[src/rtl/axi_pkg.sv]
// Shared AXI3 write-path definitions: response codes, burst type,
// status-word byte lanes and scheduler state encoding.
package axi_pkg;

    localparam logic [1:0] BRESP_OKAY   = 2'b00;
    localparam logic [1:0] BRESP_EXOKAY = 2'b01;
    localparam logic [1:0] BRESP_SLVERR = 2'b10;
    localparam logic [1:0] BRESP_DECERR = 2'b11;

    localparam logic [1:0] BURST_INCR = 2'b01;

    localparam int unsigned STAT_LSB_OK     = 0;
    localparam int unsigned STAT_LSB_EXOK   = 8;
    localparam int unsigned STAT_LSB_SLVERR = 16;
    localparam int unsigned STAT_LSB_DECERR = 24;

    typedef enum logic [1:0] {
        ST_IDLE,
        ST_ADDR,
        ST_DATA
    } sched_state_t;

    // Byte lane of the status word that counts a given response code
    function automatic int unsigned stat_lsb(input logic [1:0] resp);
        case (resp)
            BRESP_OKAY:   return STAT_LSB_OK;
            BRESP_EXOKAY: return STAT_LSB_EXOK;
            BRESP_SLVERR: return STAT_LSB_SLVERR;
            default:      return STAT_LSB_DECERR;
        endcase
    endfunction

endpackage

[src/rtl/axi_resp_stat.sv]
// B-channel response statistics: four saturating per-class byte counters
// packed into one status word, plus a sticky unexpected-response flag.
module axi_resp_stat
    import axi_pkg::*;
(
    input  logic        clk,
    input  logic        rst_n,
    input  logic        i_bvalid,
    input  logic        i_bready,
    input  logic [1:0]  i_bresp,
    input  logic        i_outst_zero,
    output logic        o_hs,
    output logic [31:0] o_stat,
    output logic        o_proto_err
);

    logic [7:0] r_cnt [4];
    logic       r_proto_err;
    logic       w_hs;
    logic [31:0] w_stat;

    assign w_hs = i_bvalid & i_bready;

    always_ff @(posedge clk or negedge rst_n) begin
        if (!rst_n) begin
            for (int unsigned i = 0; i < 4; i++) begin
                r_cnt[i] <= '0;
            end
            r_proto_err <= 1'b0;
        end else if (w_hs) begin
            if (r_cnt[i_bresp] != '1) begin
                r_cnt[i_bresp] <= r_cnt[i_bresp] + 8'd1;
            end
            if (i_outst_zero) begin
                r_proto_err <= 1'b1;
            end
        end
    end

    always_comb begin
        w_stat = '0;
        for (int unsigned i = 0; i < 4; i++) begin
            w_stat[stat_lsb(2'(i)) +: 8] = r_cnt[i];
        end
    end

    assign o_hs        = w_hs;
    assign o_stat      = w_stat;
    assign o_proto_err = r_proto_err;

endmodule

[src/rtl/axi_write_sched.sv]
// Two-requester AXI3 write scheduler: round-robin burst grant, AW-then-W
// sequencing with combinational data forwarding, outstanding tracking and B routing.
module axi_write_sched
    import axi_pkg::*;
#(
    parameter int ADDR_W    = 32,
    parameter int DATA_W    = 64,
    parameter int MAX_OUTST = 4
) (
    input  logic                clk,
    input  logic                rst_n,
    input  logic [1:0]          req_valid,
    input  logic [ADDR_W-1:0]   req_addr0,
    input  logic [ADDR_W-1:0]   req_addr1,
    input  logic [3:0]          req_len0,
    input  logic [3:0]          req_len1,
    output logic [1:0]          req_ready,
    input  logic [DATA_W-1:0]   wd_data0,
    input  logic [DATA_W-1:0]   wd_data1,
    input  logic [1:0]          wd_valid,
    output logic [1:0]          wd_ready,
    output logic [1:0]          done,
    output logic [1:0]          done_resp,
    output logic [ADDR_W-1:0]   awaddr,
    output logic [3:0]          awlen,
    output logic [2:0]          awsize,
    output logic [1:0]          awburst,
    output logic                awid,
    output logic                awvalid,
    input  logic                awready,
    output logic [DATA_W-1:0]   wdata,
    output logic [DATA_W/8-1:0] wstrb,
    output logic                wlast,
    output logic                wid,
    output logic                wvalid,
    input  logic                wready,
    input  logic                bid,
    input  logic [1:0]          bresp,
    input  logic                bvalid,
    output logic                bready,
    output logic [3:0]          outst,
    output logic [31:0]         stat,
    output logic                proto_err
);

    localparam logic [2:0] AWSIZE = 3'($clog2(DATA_W / 8));
    localparam logic [3:0] MAX_O  = 4'(MAX_OUTST);

    sched_state_t       r_state;
    logic               r_rr;
    logic               r_id;
    logic [ADDR_W-1:0]  r_addr;
    logic [3:0]         r_len;
    logic [3:0]         r_beat;
    logic               r_awvalid;
    logic [3:0]         r_outst;
    logic               r_bready;
    logic [1:0]         r_done;
    logic [1:0]         r_done_resp;

    logic               w_can_grant;
    logic               w_gnt_id;
    logic               w_aw_hs;
    logic               w_wvalid;
    logic               w_w_hs;
    logic               w_wlast;
    logic               w_b_hs;

    // r_rr names the requester that wins when both are asking
    assign w_can_grant = (r_state == ST_IDLE) && (|req_valid) && (r_outst < MAX_O);
    assign w_gnt_id    = req_valid[r_rr] ? r_rr : ~r_rr;
    assign w_aw_hs     = r_awvalid & awready;
    assign w_wvalid    = (r_state == ST_DATA) & wd_valid[r_id];
    assign w_w_hs      = w_wvalid & wready;
    assign w_wlast     = (r_state == ST_DATA) && (r_beat == r_len);

    always_ff @(posedge clk or negedge rst_n) begin
        if (!rst_n) begin
            r_state   <= ST_IDLE;
            r_rr      <= 1'b0;
            r_id      <= 1'b0;
            r_addr    <= '0;
            r_len     <= '0;
            r_beat    <= '0;
            r_awvalid <= 1'b0;
        end else begin
            case (r_state)
                ST_IDLE: begin
                    if (w_can_grant) begin
                        r_addr    <= w_gnt_id ? req_addr1 : req_addr0;
                        r_len     <= w_gnt_id ? req_len1 : req_len0;
                        r_id      <= w_gnt_id;
                        r_rr      <= ~w_gnt_id;
                        r_awvalid <= 1'b1;
                        r_state   <= ST_ADDR;
                    end
                end
                ST_ADDR: begin
                    if (awready) begin
                        r_awvalid <= 1'b0;
                        r_beat    <= '0;
                        r_state   <= ST_DATA;
                    end
                end
                ST_DATA: begin
                    if (w_w_hs) begin
                        if (w_wlast) begin
                            r_state <= ST_IDLE;
                        end else begin
                            r_beat <= r_beat + 4'd1;
                        end
                    end
                end
                default: r_state <= ST_IDLE;
            endcase
        end
    end

    // Simultaneous AW and B cancel; a stray B never drives the count below zero
    always_ff @(posedge clk or negedge rst_n) begin
        if (!rst_n) begin
            r_outst <= '0;
        end else begin
            case ({w_aw_hs, w_b_hs})
                2'b10:   r_outst <= r_outst + 4'd1;
                2'b01:   if (r_outst != '0) r_outst <= r_outst - 4'd1;
                default: r_outst <= r_outst;
            endcase
        end
    end

    always_ff @(posedge clk or negedge rst_n) begin
        if (!rst_n) begin
            r_bready    <= 1'b0;
            r_done      <= '0;
            r_done_resp <= '0;
        end else begin
            r_bready <= 1'b1;
            r_done   <= w_b_hs ? (2'b01 << bid) : 2'b00;
            if (w_b_hs) begin
                r_done_resp <= bresp;
            end
        end
    end

    axi_resp_stat u_resp_stat (
        .clk          (clk),
        .rst_n        (rst_n),
        .i_bvalid     (bvalid),
        .i_bready     (r_bready),
        .i_bresp      (bresp),
        .i_outst_zero (r_outst == '0),
        .o_hs         (w_b_hs),
        .o_stat       (stat),
        .o_proto_err  (proto_err)
    );

    assign req_ready = w_can_grant ? (2'b01 << w_gnt_id) : 2'b00;
    assign wd_ready  = ((r_state == ST_DATA) && wready) ? (2'b01 << r_id) : 2'b00;
    assign awaddr    = r_addr;
    assign awlen     = r_len;
    assign awsize    = AWSIZE;
    assign awburst   = BURST_INCR;
    assign awid      = r_id;
    assign awvalid   = r_awvalid;
    assign wdata     = r_id ? wd_data1 : wd_data0;
    assign wstrb     = '1;
    assign wlast     = w_wlast;
    assign wid       = r_id;
    assign wvalid    = w_wvalid;
    assign bready    = r_bready;
    assign done      = r_done;
    assign done_resp = r_done_resp;
    assign outst     = r_outst;

endmodule

[config.mk]
export PLATFORM = sky130hd
export DESIGN_NAME = axi_write_sched
export DESIGN_NICKNAME = d
export VERILOG_FILES = /design/src/rtl/axi_pkg.sv /design/src/rtl/axi_resp_stat.sv /design/src/rtl/axi_write_sched.sv
export SDC_FILE = /design/constraint.sdc
export NUM_CORES = 1
export LEC_CHECK = 0
export BUFFER_PORTS_ARGS = -buffer_cell sky130_fd_sc_hd__buf_2
export CAP_MARGIN = 30
export CORE_AREA = 10 10 137 139
export CTS_BUF_LIST = sky130_fd_sc_hd__clkbuf_4
export DETAILED_ROUTE_END_ITERATION = 8
export DIE_AREA = 0 0 147 149
export GPL_TIMING_DRIVEN = 0
export SETUP_SLACK_MARGIN = 0.3
export SLEW_MARGIN = 20
export SYNTH_ARGS = -nofsm -noshare
export SYNTH_HDL_FRONTEND = slang
export SYNTH_SLANG_ARGS = --single-unit
[constraint.sdc]
create_clock -name clk -period 4.1 [get_ports clk]
set_input_delay 0 -clock clk [delete_from_list [all_inputs] [get_ports clk]]
set_output_delay 0 -clock clk [all_outputs]
set_load 0.02 [all_outputs]
==> results of run 1 <==
cells by family (layout without fill, tap and decap cells):
family	after synthesis	count (layout)	synth area share (%)
adders and majority gates	3	3	0.752
other	2	16	0.151
muxes	141	141	32.8
and+or+nand+nor	87	87	8.40
AOI/OAI and AO/OA	63	63	7.72
buffers and inverters	39	495	4.24
xor gates and xnor gates	13	13	2.28
DFF	87	87	43.6
cell usage in the layout, fill, tap and decap left out, drive strengths merged, types with 4 or more instances in the layout:
| master | instances |
|---|---|
| dfrtp | 87 |
| mux2 | 95 |
| mux4 | 8 |
| nor2 | 8 |
| xnor2 | 10 |
| nand3 | 5 |
| inv | 4 |
| a21oi | 5 |
| conb | 14 |
| nand2 | 51 |
| o21ai | 51 |
| dlygate4sd3 | 78 |
| buf | 383 |
| clkbuf | 26 |
| mux2i | 38 |
power breakdown:
group	internal, W	switching (W)	leakage (nW)	total (W)
Clock	0.000315	0.000307	0.0931	0.000621
Sequential	0.00116	0.000217	1.11	0.00137
Combinational	0.00117	0.00175	3.05	0.00293
metrics by stage:
stage,worst slack [ns],cell area [sq um],utilization [%],cells
after floorplan,1.95,5030,-,447
after detailed placement,1.71,7160,44.2,1030
after CTS,1.21,8120,50.2,1123
after global routing,1.07,8120,50.2,1124
final,1.29,8120,50.2,1125
after global placement,1.67,7120,44.0,1029
path summary, 6_finish.rpt:
check                      cells after the start       from  slack (ns)                     end
setup / recovery                               5       awid        1.29               wdata[36]
hold / removal                                 3   bresp[0]        0.09            done_resp[0]
setup reg to reg                               7       r_rr        1.68               awaddr[8]
hold reg to reg                                2  awaddr[4]        0.49               awaddr[4]
max in group asynchronous                      4      rst_n        2.51  u_resp_stat.o_stat[18]
min in group asynchronous                      3      rst_n        0.56  u_resp_stat.o_stat[20]
per-layer routing:
metal  part of all wire, %  vias to the layer above  track usage, %
li1                      -                     2473               -
met5                     0                        -               0
met4                   1.9                        0            5.45
met3                   8.2                       21            6.07
met1                    41                     2503            24.3
met2                    49                      242            34.8
flip-flops by register name (all words and copies together) (netlist names):
signal	flops
done	2
u_resp_stat.o_proto_err	1
r_beat	4
awid	1
u_resp_stat.o_stat	32
awlen	4
awvalid	1
r_rr	1
r_state	2
outst	4
awaddr	32
bready	1
done_resp	2
layout make-up:
cell class / count / area, sq um / share of cell area (%)
Antenna cell: 2 / 5.00 / 0.0616
Inverter: 3 / 11.3 / 0.139
Clock inverter: 5 / 106 / 1.31
Multi-Input combinational cell: 321 / 2650 / 32.6
Tap cell: 220 / 275 / 3.39
Sequential cell: 87 / 2180 / 26.8
Buffer: 36 / 200 / 2.46
Timing Repair Buffer: 441 / 2630 / 32.3
Clock buffer: 10 / 75.1 / 0.924
critical path, stage by stage, from the launching register on:
cell and delay [ns]:
sky130_fd_sc_hd__dfrtp_1 0.41, sky130_fd_sc_hd__clkbuf_1 0.44, sky130_fd_sc_hd__clkbuf_1 0.45, sky130_fd_sc_hd__clkbuf_1 0.47, sky130_fd_sc_hd__mux2_2 0.45, sky130_fd_sc_hd__buf_2 0.18
repair_timing:
| action | 4_1_cts | 5_1_grt |
|---|---|---|
| setup buffers | 0 | 0 |
| hold endpoints to repair | 132 | 0 |
| hold buffers | 78 | 0 |
==> results.tsv, run 1 <==
metric	value	unit
Power per Cell Area	606	nW/um^2
sequential fraction of the synthesis area	43.6	%
RSZ-0062 raised after global routing	no	
Seq cells post-synth	87	
warning count from the yosys run	0	
worst clock skew	0.0219	ns
buffer type at the clock tree root	sky130_fd_sc_hd__clkbuf_4	
Critical Path End Type	output pin	
minimum hold slack	0.0875	ns
hold violation total from the final report	0	
Area Overhead vs Synth	62.8	%
final weighted congestion of routability-driven global placement	0.938	
Worst Setup Start Kind	flip-flop	
static leakage	4.26	nW
CTS buffer count	9	
PostCTS Resize Cnt	0	
maximum vdd ir drop	299	uV
final count of pins violating max slew	0	
largest net degree at the start of global routing	53	
Cell Area, Synth	4990	sq um
core box area	16200	sq um
later-pin clock latency in the skew report	0.43	ns
endpoint arrival time on the critical path	2.81	ns
antenna violations before repair	1	
relative slew slack	50.6	%
number of instances in the synthesized netlist	435	
DRC Markers	0	
ys async rst share	100	%
classification of the worst setup path	flip-flop to output pin	
worst hold path type	input port to flip-flop	
Routed Wire Length	23800	um
Initial Utilization	30.9	%
Maximum Capacitance Violations	0	
clock tree from TritonCTS	built	
Total GRT Usage	20.3	%
fraction of layout cells with a size suffix above 1	55.6	%
deepest clock path buffer count	2	
Overall Power	0.00492	W
status	completed	
Die Footprint	21900	sq um
Vias/cell	4.66	
mean cell area of the mapped netlist	11.5	sq um
number of distinct standard cells referenced by the synthesized netlist	42	
most frequent cell after synthesis	sky130_fd_sc_hd__mux2_2	
initial detailed-routing violation count	168	
Area contributors post-synth	sky130_fd_sc_hd__dfrtp_1 (44%), sky130_fd_sc_hd__mux2_2 (21%), sky130_fd_sc_hd__mux2i_1 (7.6%), sky130_fd_sc_hd__o21ai_0 (4.6%), sky130_fd_sc_hd__nand2_1 (3.8%)	
count of boundary I/O pins	376	
top cells by count, synth	sky130_fd_sc_hd__mux2_2 (92), sky130_fd_sc_hd__dfrtp_1 (87), sky130_fd_sc_hd__nand2_1 (51)	
crit path max fanout	10	
via count of the first global-routing pass	5573	
number of flops mapped to enable cells by yosys	0	
total number of placement rows	47	
# nets final	1114	
# H-tree levels	3	
biggest area consumer among synthesized cells	sky130_fd_sc_hd__dfrtp_1	
Initial DRT Pass Iterations	5	
highest clock frequency the design can meet	356	MHz
most frequently used flop master after synthesis	sky130_fd_sc_hd__dfrtp_1	
Chip Height	149	um
final HPWL from detailed placement	19200	um
count of buffers inserted at the top-level ports	362	
Clock Sink Count	87	
Yosys top cell area share	43.6	%
clock-pin slew on the worst setup and hold paths	0.14	ns
number of nets with antenna violations after routing	0	
Setup violations, final	0	
summed negative setup slack over all endpoints	0	ns
routed wire length per instance	21.1	um
global-route wire length before repair	34600	um
transition time at the pin with the least slew margin	0.741	ns
width of the die	147	um
final worst path period share	68.6	%
Fill cells	1477	
WP data required	4.10	ns
total via count after detailed routing	5239	
Final min period	2.81	ns
leftover overflow at the end of global routing	0	
Power figures use the tool's default switching activity.
==> run 2: changes to the inputs <==
Settings changed: PLACE_DENSITY set to 0.67.
Clock period 4.1 ns to 2.29 ns, I/O delays scaled along.
==> run 2 against run 1 <==
Hold slack got worse by 0.013 ns. Register-to-register slack got worse by 1.4 ns. Wire length increased by 0.88%. Sequential power increased by 80%. Flip-flop and latch count unchanged. Clock skew increased by 0.0043 ns. Power increased by 76%. Global-route usage increased by 0.29 points. First-iteration DRC count increased by 32%. Combinational power increased by 80%. Worst setup slack got worse by 0.98 ns. Non-clock buffer count increased by 9. Critical endpoint is now u_resp_stat.o_stat[6]. Largest power group unchanged.
==> results.tsv, run 2 (synthesized netlist as in run 1, its figures left out) <==
metric	value	unit
status	completed	
worst hold path type	input port to flip-flop	
via count of the first global-routing pass	5686	
Vias/cell	4.68	
CP Capture Point	u_resp_stat.o_stat[6]	
fraction of layout cells with a size suffix above 1	58.4	%
clock tree from TritonCTS	built	
final weighted congestion of routability-driven global placement	0.903	
relative slew slack	54.5	%
destination of the worst register-to-register timing path	u_resp_stat.o_stat[6]	
number of nets with antenna violations after routing	0	
timing startpoint of the critical path	u_resp_stat.o_stat[24]	
highest clock frequency the design can meet	504	MHz
transition time at the pin with the least slew margin	0.683	ns
WP data required	2.62	ns
number of cells on the worst reg-to-reg path	6	
global-route wire length before repair	35300	um
hold violation total from the final report	0	
final count of pins violating max slew	0	
Power per Cell Area	1050	nW/um^2
crit path max fanout	6	
Initial Utilization	30.9	%
RSZ-0062 raised after global routing	yes	
routed wire length per instance	21.1	um
Die Footprint	21900	sq um
final HPWL from detailed placement	18500	um
static leakage	4.32	nW
count of boundary I/O pins	376	
clock-pin slew on the worst setup and hold paths	0.16	ns
Critical Path End Type	flip-flop	
initial detailed-routing violation count	222	
endpoint arrival time on the critical path	2.31	ns
# nets final	1123	
minimum hold slack	0.0746	ns
# H-tree levels	3	
antenna violations before repair	3	
count of buffers inserted at the top-level ports	362	
final worst path period share	86.6	%
Final min period	1.98	ns
Routed Wire Length	24000	um
leftover overflow at the end of global routing	0	
deepest clock path buffer count	2	
total number of placement rows	47	
buffer type at the clock tree root	sky130_fd_sc_hd__clkbuf_4	
core box area	16200	sq um
Maximum Capacitance Violations	0	
classification of the worst setup path	flip-flop to flip-flop	
worst clock skew	0.0261	ns
worst setup slack for register-to-register paths	0.31	ns
most frequent cells in the layout	sky130_fd_sc_hd__buf_2 (361), sky130_fd_sc_hd__mux2_2 (92), sky130_fd_sc_hd__dfrtp_1 (83), sky130_fd_sc_hd__dlygate4sd3_1 (77), sky130_fd_sc_hd__nand2_1 (51)	
CTS buffer count	9	
later-pin clock latency in the skew report	0.44	ns
Clock Sink Count	87	
Worst Setup Start Kind	flip-flop	
DRC Markers	0	
startpoint of the worst register-to-register path	u_resp_stat.o_stat[24]	
most common cell after layout, fill and taps aside	sky130_fd_sc_hd__buf_2	
Setup violations, final	0	
total via count after detailed routing	5315	
Chip Height	149	um
maximum vdd ir drop	501	uV
Initial DRT Pass Iterations	4	
summed negative setup slack over all endpoints	0	ns
Total GRT Usage	20.6	%
width of the die	147	um
largest net degree at the start of global routing	51	
Area Overhead vs Synth	65.6	%
utilization after layout	51.1	%
==> run 2: timing repair <==
action                                  4_1_cts  5_1_grt
hold endpoints to repair                     94        0
endpoints found under the setup margin      118       48
cloned                                        0        0
resized for setup                            29       12
pin swaps                                     1        2
setup buffers                                 7        3
hold buffers                                 77        0
==> run 2: worst min-delay path by stage <==
stage                     startpoint                      to  slack, ns  cells after the start
after detailed placement       rst_n  u_resp_stat.o_stat[26]       0.09                      1
final                       bresp[0]            done_resp[0]       0.07                      3
after floorplan                rst_n               awaddr[0]      -0.30                      0
after global routing        bresp[0]            done_resp[0]       0.08                      3
after global placement           bid                 done[0]       0.16                      2
after CTS                   bresp[0]            done_resp[0]       0.05                      3
==> run 2: stage by stage <==
step / cell area (sq um) / setup WS (ns) / cells / power [W]
2_1_floorplan: 5040 / 0.303 / 447 / 0.00558
3_3_place_gp: 7130 / 0.000847 / 1029 / 0.00733
3_5_place_dp: 7150 / -0.0181 / 1030 / 0.00742
4_1_cts: 8220 / 0.302 / 1130 / 0.00866
5_1_grt: 8270 / 0.239 / 1136 / 0.00921
6_report: 8270 / 0.307 / 1136 / 0.00865
==> run 2: per-layer routing <==
| metal | global-route usage, % | routed length (um) |
|---|---|---|
| met1 | 23.1 | 9180 |
| met3 | 6.01 | 1750 |
| met5 | 0 | 0 |
| met2 | 37.0 | 12500 |
| met4 | 6.29 | 580 |
==> run 2: worst max-delay path, stage by stage (launching register included) <==
cell                      delay [ns]
sky130_fd_sc_hd__dfrtp_2        0.43
sky130_fd_sc_hd__mux4_2         0.56
sky130_fd_sc_hd__ha_4           0.21
sky130_fd_sc_hd__nand3_4        0.17
sky130_fd_sc_hd__nor2_2         0.08
sky130_fd_sc_hd__xor2_2         0.17
sky130_fd_sc_hd__mux2_2         0.27
==> run 2: final cells by class <==
type                            count  area (sq um)
Antenna cell                        3          7.51
Buffer                             36           264
Clock buffer                       10          75.1
Clock inverter                      6          68.8
Fill cell                        1464          7910
Inverter                            3          11.3
Multi-Input combinational cell    321          2700
Sequential cell                    87          2180
Tap cell                          220           275
Timing Repair Buffer              450          2680
==> run 2: power breakdown <==
group | total, W | internal [W] | switching, W
Sequential | 0.00247 | 0.00207 | 0.000399
Clock | 0.000907 | 0.000352 | 0.000555
Combinational | 0.00527 | 0.00216 | 0.00311
==> run 3: changes to the inputs <==
Settings changed: ABC_AREA set to 1, BUFFER_PORTS_ARGS -buffer_cell sky130_fd_sc_hd__buf_2 to unset, CORE_AREA 10 10 137 139 to 10 10 136 138, DIE_AREA 0 0 147 149 to 0 0 146 148, DONT_BUFFER_PORTS set to 1, PLACE_DENSITY 0.67 to unset.
==> run 3 against run 2 <==
Hold slack got worse by 0.0073 ns. Design area down 19%. Sequential power up 29%. Critical path type is now flip-flop to output pin. Largest cell class is now multi-input combinational cells. Largest power group unchanged.
==> results.tsv, run 3 <==
metric	value	unit
endpoint arrival time on the critical path	1.87	ns
Overall Power	0.00795	W
total number of placement rows	46	
Maximum Capacitance Violations	0	
sequential cell area in the final layout	2190	sq um
Total GRT Usage	22.4	%
final worst path period share	81.7	%
warning count from the yosys run	0	
sequential fraction of the synthesis area	41.8	%
Cell Area, Placed	5520	sq um
Cell Area, Synth	5200	sq um
DRC Markers	0	
minimum hold slack	0.0673	ns
number of flops mapped to enable cells by yosys	0	
number of instances in the synthesized netlist	792	
highest clock frequency the design can meet	535	MHz
static leakage	3.51	nW
deepest clock path buffer count	2	
count of boundary I/O pins	376	
number of nets with antenna violations after routing	0	
final count of pins violating max slew	0	
multi-input logic area	2770	sq um
global-route wire length before repair	37000	um
count of buffers inserted at the top-level ports	0	
Area Overhead vs Synth	29.2	%
end of the worst hold path	u_resp_stat.o_stat[29]	
worst setup slack for register-to-register paths	0.48	ns
startpoint of the worst register-to-register path	u_resp_stat.o_stat[24]	
Worst Setup Start Kind	flip-flop	
Yosys top cell area share	41.8	%
largest net degree at the start of global routing	88	
RSZ-0062 raised after global routing	yes	
Clock Sink Count	87	
Area contributors post-synth	sky130_fd_sc_hd__dfrtp_1 (42%), sky130_fd_sc_hd__nand2_1 (36%), sky130_fd_sc_hd__nand3_1 (4.1%), sky130_fd_sc_hd__buf_4 (2.0%), sky130_fd_sc_hd__inv_1 (1.9%)	
worst clock skew	0.0226	ns
mean cell area of the mapped netlist	6.57	sq um
Chip Height	148	um
top cells by count, synth	sky130_fd_sc_hd__nand2_1 (497), sky130_fd_sc_hd__dfrtp_1 (87), sky130_fd_sc_hd__nand3_1 (43)	
Routed Wire Length	25300	um
classification of the worst setup path	flip-flop to output pin	
total via count after detailed routing	5593	
Worst path max stage delay	0.52	ns
maximum vdd ir drop	550	uV
hold violation total from the final report	0	
# nets final	1115	
# H-tree levels	3	
status	completed	
crit path max fanout	10	
Vias/cell	4.98	
Critical Path End Type	output pin	
later-pin clock latency in the skew report	0.45	ns
most frequent cells in the layout	sky130_fd_sc_hd__nand2_1 (484), sky130_fd_sc_hd__dlygate4sd3_1 (83), sky130_fd_sc_hd__dfrtp_1 (75), sky130_fd_sc_hd__nand3_1 (42), sky130_fd_sc_hd__inv_1 (26)	
via count of the first global-routing pass	5629	
CTS buffer count	9	
Setup violations, final	0	
final HPWL from detailed placement	19900	um
fraction of layout cells with a size suffix above 1	12.6	%
Seq cells post-synth	87	
initial detailed-routing violation count	282	
antenna violations before repair	3	
WP data required	2.29	ns
core box area	15700	sq um
clock-pin slew on the worst setup and hold paths	0.15	ns
total non-filler cell area in the finished layout	6730	sq um
destination of the worst register-to-register timing path	u_resp_stat.o_stat[2]	
clock tree from TritonCTS	built	
Initial DRT Pass Iterations	4	
transition time at the pin with the least slew margin	0.704	ns
relative slew slack	52.7	%
number of cells on the worst reg-to-reg path	12	
most frequently used flop master after synthesis	sky130_fd_sc_hd__dfrtp_1	
final weighted congestion of routability-driven global placement	1.07	
most prevalent standard cell on the critical path	sky130_fd_sc_hd__nand2_1	
most common cell after layout, fill and taps aside	sky130_fd_sc_hd__nand2_1	
beginning of the worst hold path	bresp[1]	
buffer type at the clock tree root	sky130_fd_sc_hd__clkbuf_4	
Fill cells	1611	
leftover overflow at the end of global routing	0	
slowest stage cell, crit path	sky130_fd_sc_hd__dfrtp_2	
Final min period	1.87	ns
Initial Utilization	33.1	%
Die Footprint	21600	sq um
number of distinct standard cells referenced by the synthesized netlist	28	
worst hold path type	input port to flip-flop	
most frequent cell after synthesis	sky130_fd_sc_hd__nand2_1	
width of the die	146	um
Power per Cell Area	1180	nW/um^2
routed wire length per instance	22.5	um
number of instances on the worst hold path	5	
CP cell instances	inv_1 > buf_4 > buf_2 > nand2_1 > nand2_1	
ys async rst share	100	%
biggest area consumer among synthesized cells	sky130_fd_sc_hd__dfrtp_1	
summed negative setup slack over all endpoints	0	ns
==> run 3: per-layer routing <==
metal	up-vias	global-route usage, %	wire length [um]
met5	-	0	11
met4	2	8.46	864
met3	51	8.55	2750
met2	326	38.4	12500
met1	2599	24.7	9140
li1	2615	-	-
==> run 3: area by class of cell <==
class / count / area share, %
plain buffers: 47 / 4.89
multi-input cells: 639 / 41.2
repair buffers: 85 / 12.9
clock inverters: 6 / 1.38
inverters: 31 / 1.77
clock buffers: 10 / 1.12
flip-flops and latches: 87 / 32.6
diodes: 3 / 0.112
well taps: 216 / 4.02
==> run 3: kinds of logic after synthesis <==
kind of cell | count (synthesis) | share of synthesized area (%)
AO/OA/AOI/OAI | 29 | 2.79
AND/OR/NAND/NOR | 582 | 44.8
buffers and inverters | 78 | 7.81
XOR/XNOR | 11 | 1.85
flip-flops | 87 | 41.8
adder cells (fa/ha/maj) | 3 | 0.721
other | 2 | 0.144
==> run 3: worst max-delay path by stage <==
stage | start | slack, ns | cells after the start | to
2_1_floorplan | bready | 0.57 | 12 | outst[2]
3_3_place_gp | outst[2] | -0.13 | 6 | awaddr[16]
3_5_place_dp | outst[2] | -0.17 | 6 | awaddr[19]
4_1_cts | awid | 0.25 | 5 | wdata[52]
5_1_grt | bready | 0.28 | 12 | outst[2]
6_report | awid | 0.42 | 5 | wdata[29]
==> run 3: stage by stage <==
step                utilization, %  setup WS, ns  std cells
finish                        42.8         0.420       1124
global route                  42.8         0.281       1123
CTS                           42.2         0.248       1121
detailed placement            35.1        -0.170       1020
global placement              35.1        -0.135       1020
floorplan                        -         0.568        804
==> run 3: what timing repair did <==
item | 4_1_cts | 5_1_grt
endpoints found under the setup margin | 96 | 99
hold endpoints to repair | 143 | 0
pin swaps | 1 | 0
cloned | 0 | 0
gates resized for setup | 34 | 36
hold buffers | 84 | 0
buffers inserted | 1 | 0
==> run 3: where the power goes <==
part | internal (W) | switching (W) | total [W] | leakage [nW]
clock network | 0.000465 | 0.000570 | 0.00103 | 0.0889
logic | 0.00105 | 0.00268 | 0.00374 | 2.31
registers | 0.00204 | 0.00114 | 0.00318 | 1.11
total | 0.00356 | 0.00439 | 0.00795 | 3.51
==> run 3: worst max-delay path, delay by kind of cell (launching register included) <==
family / cells / cell delay [ns]
buffers and inverters: 3 / 0.60
AND/OR/NAND/NOR: 2 / 0.30
flip-flops: 1 / 0.52
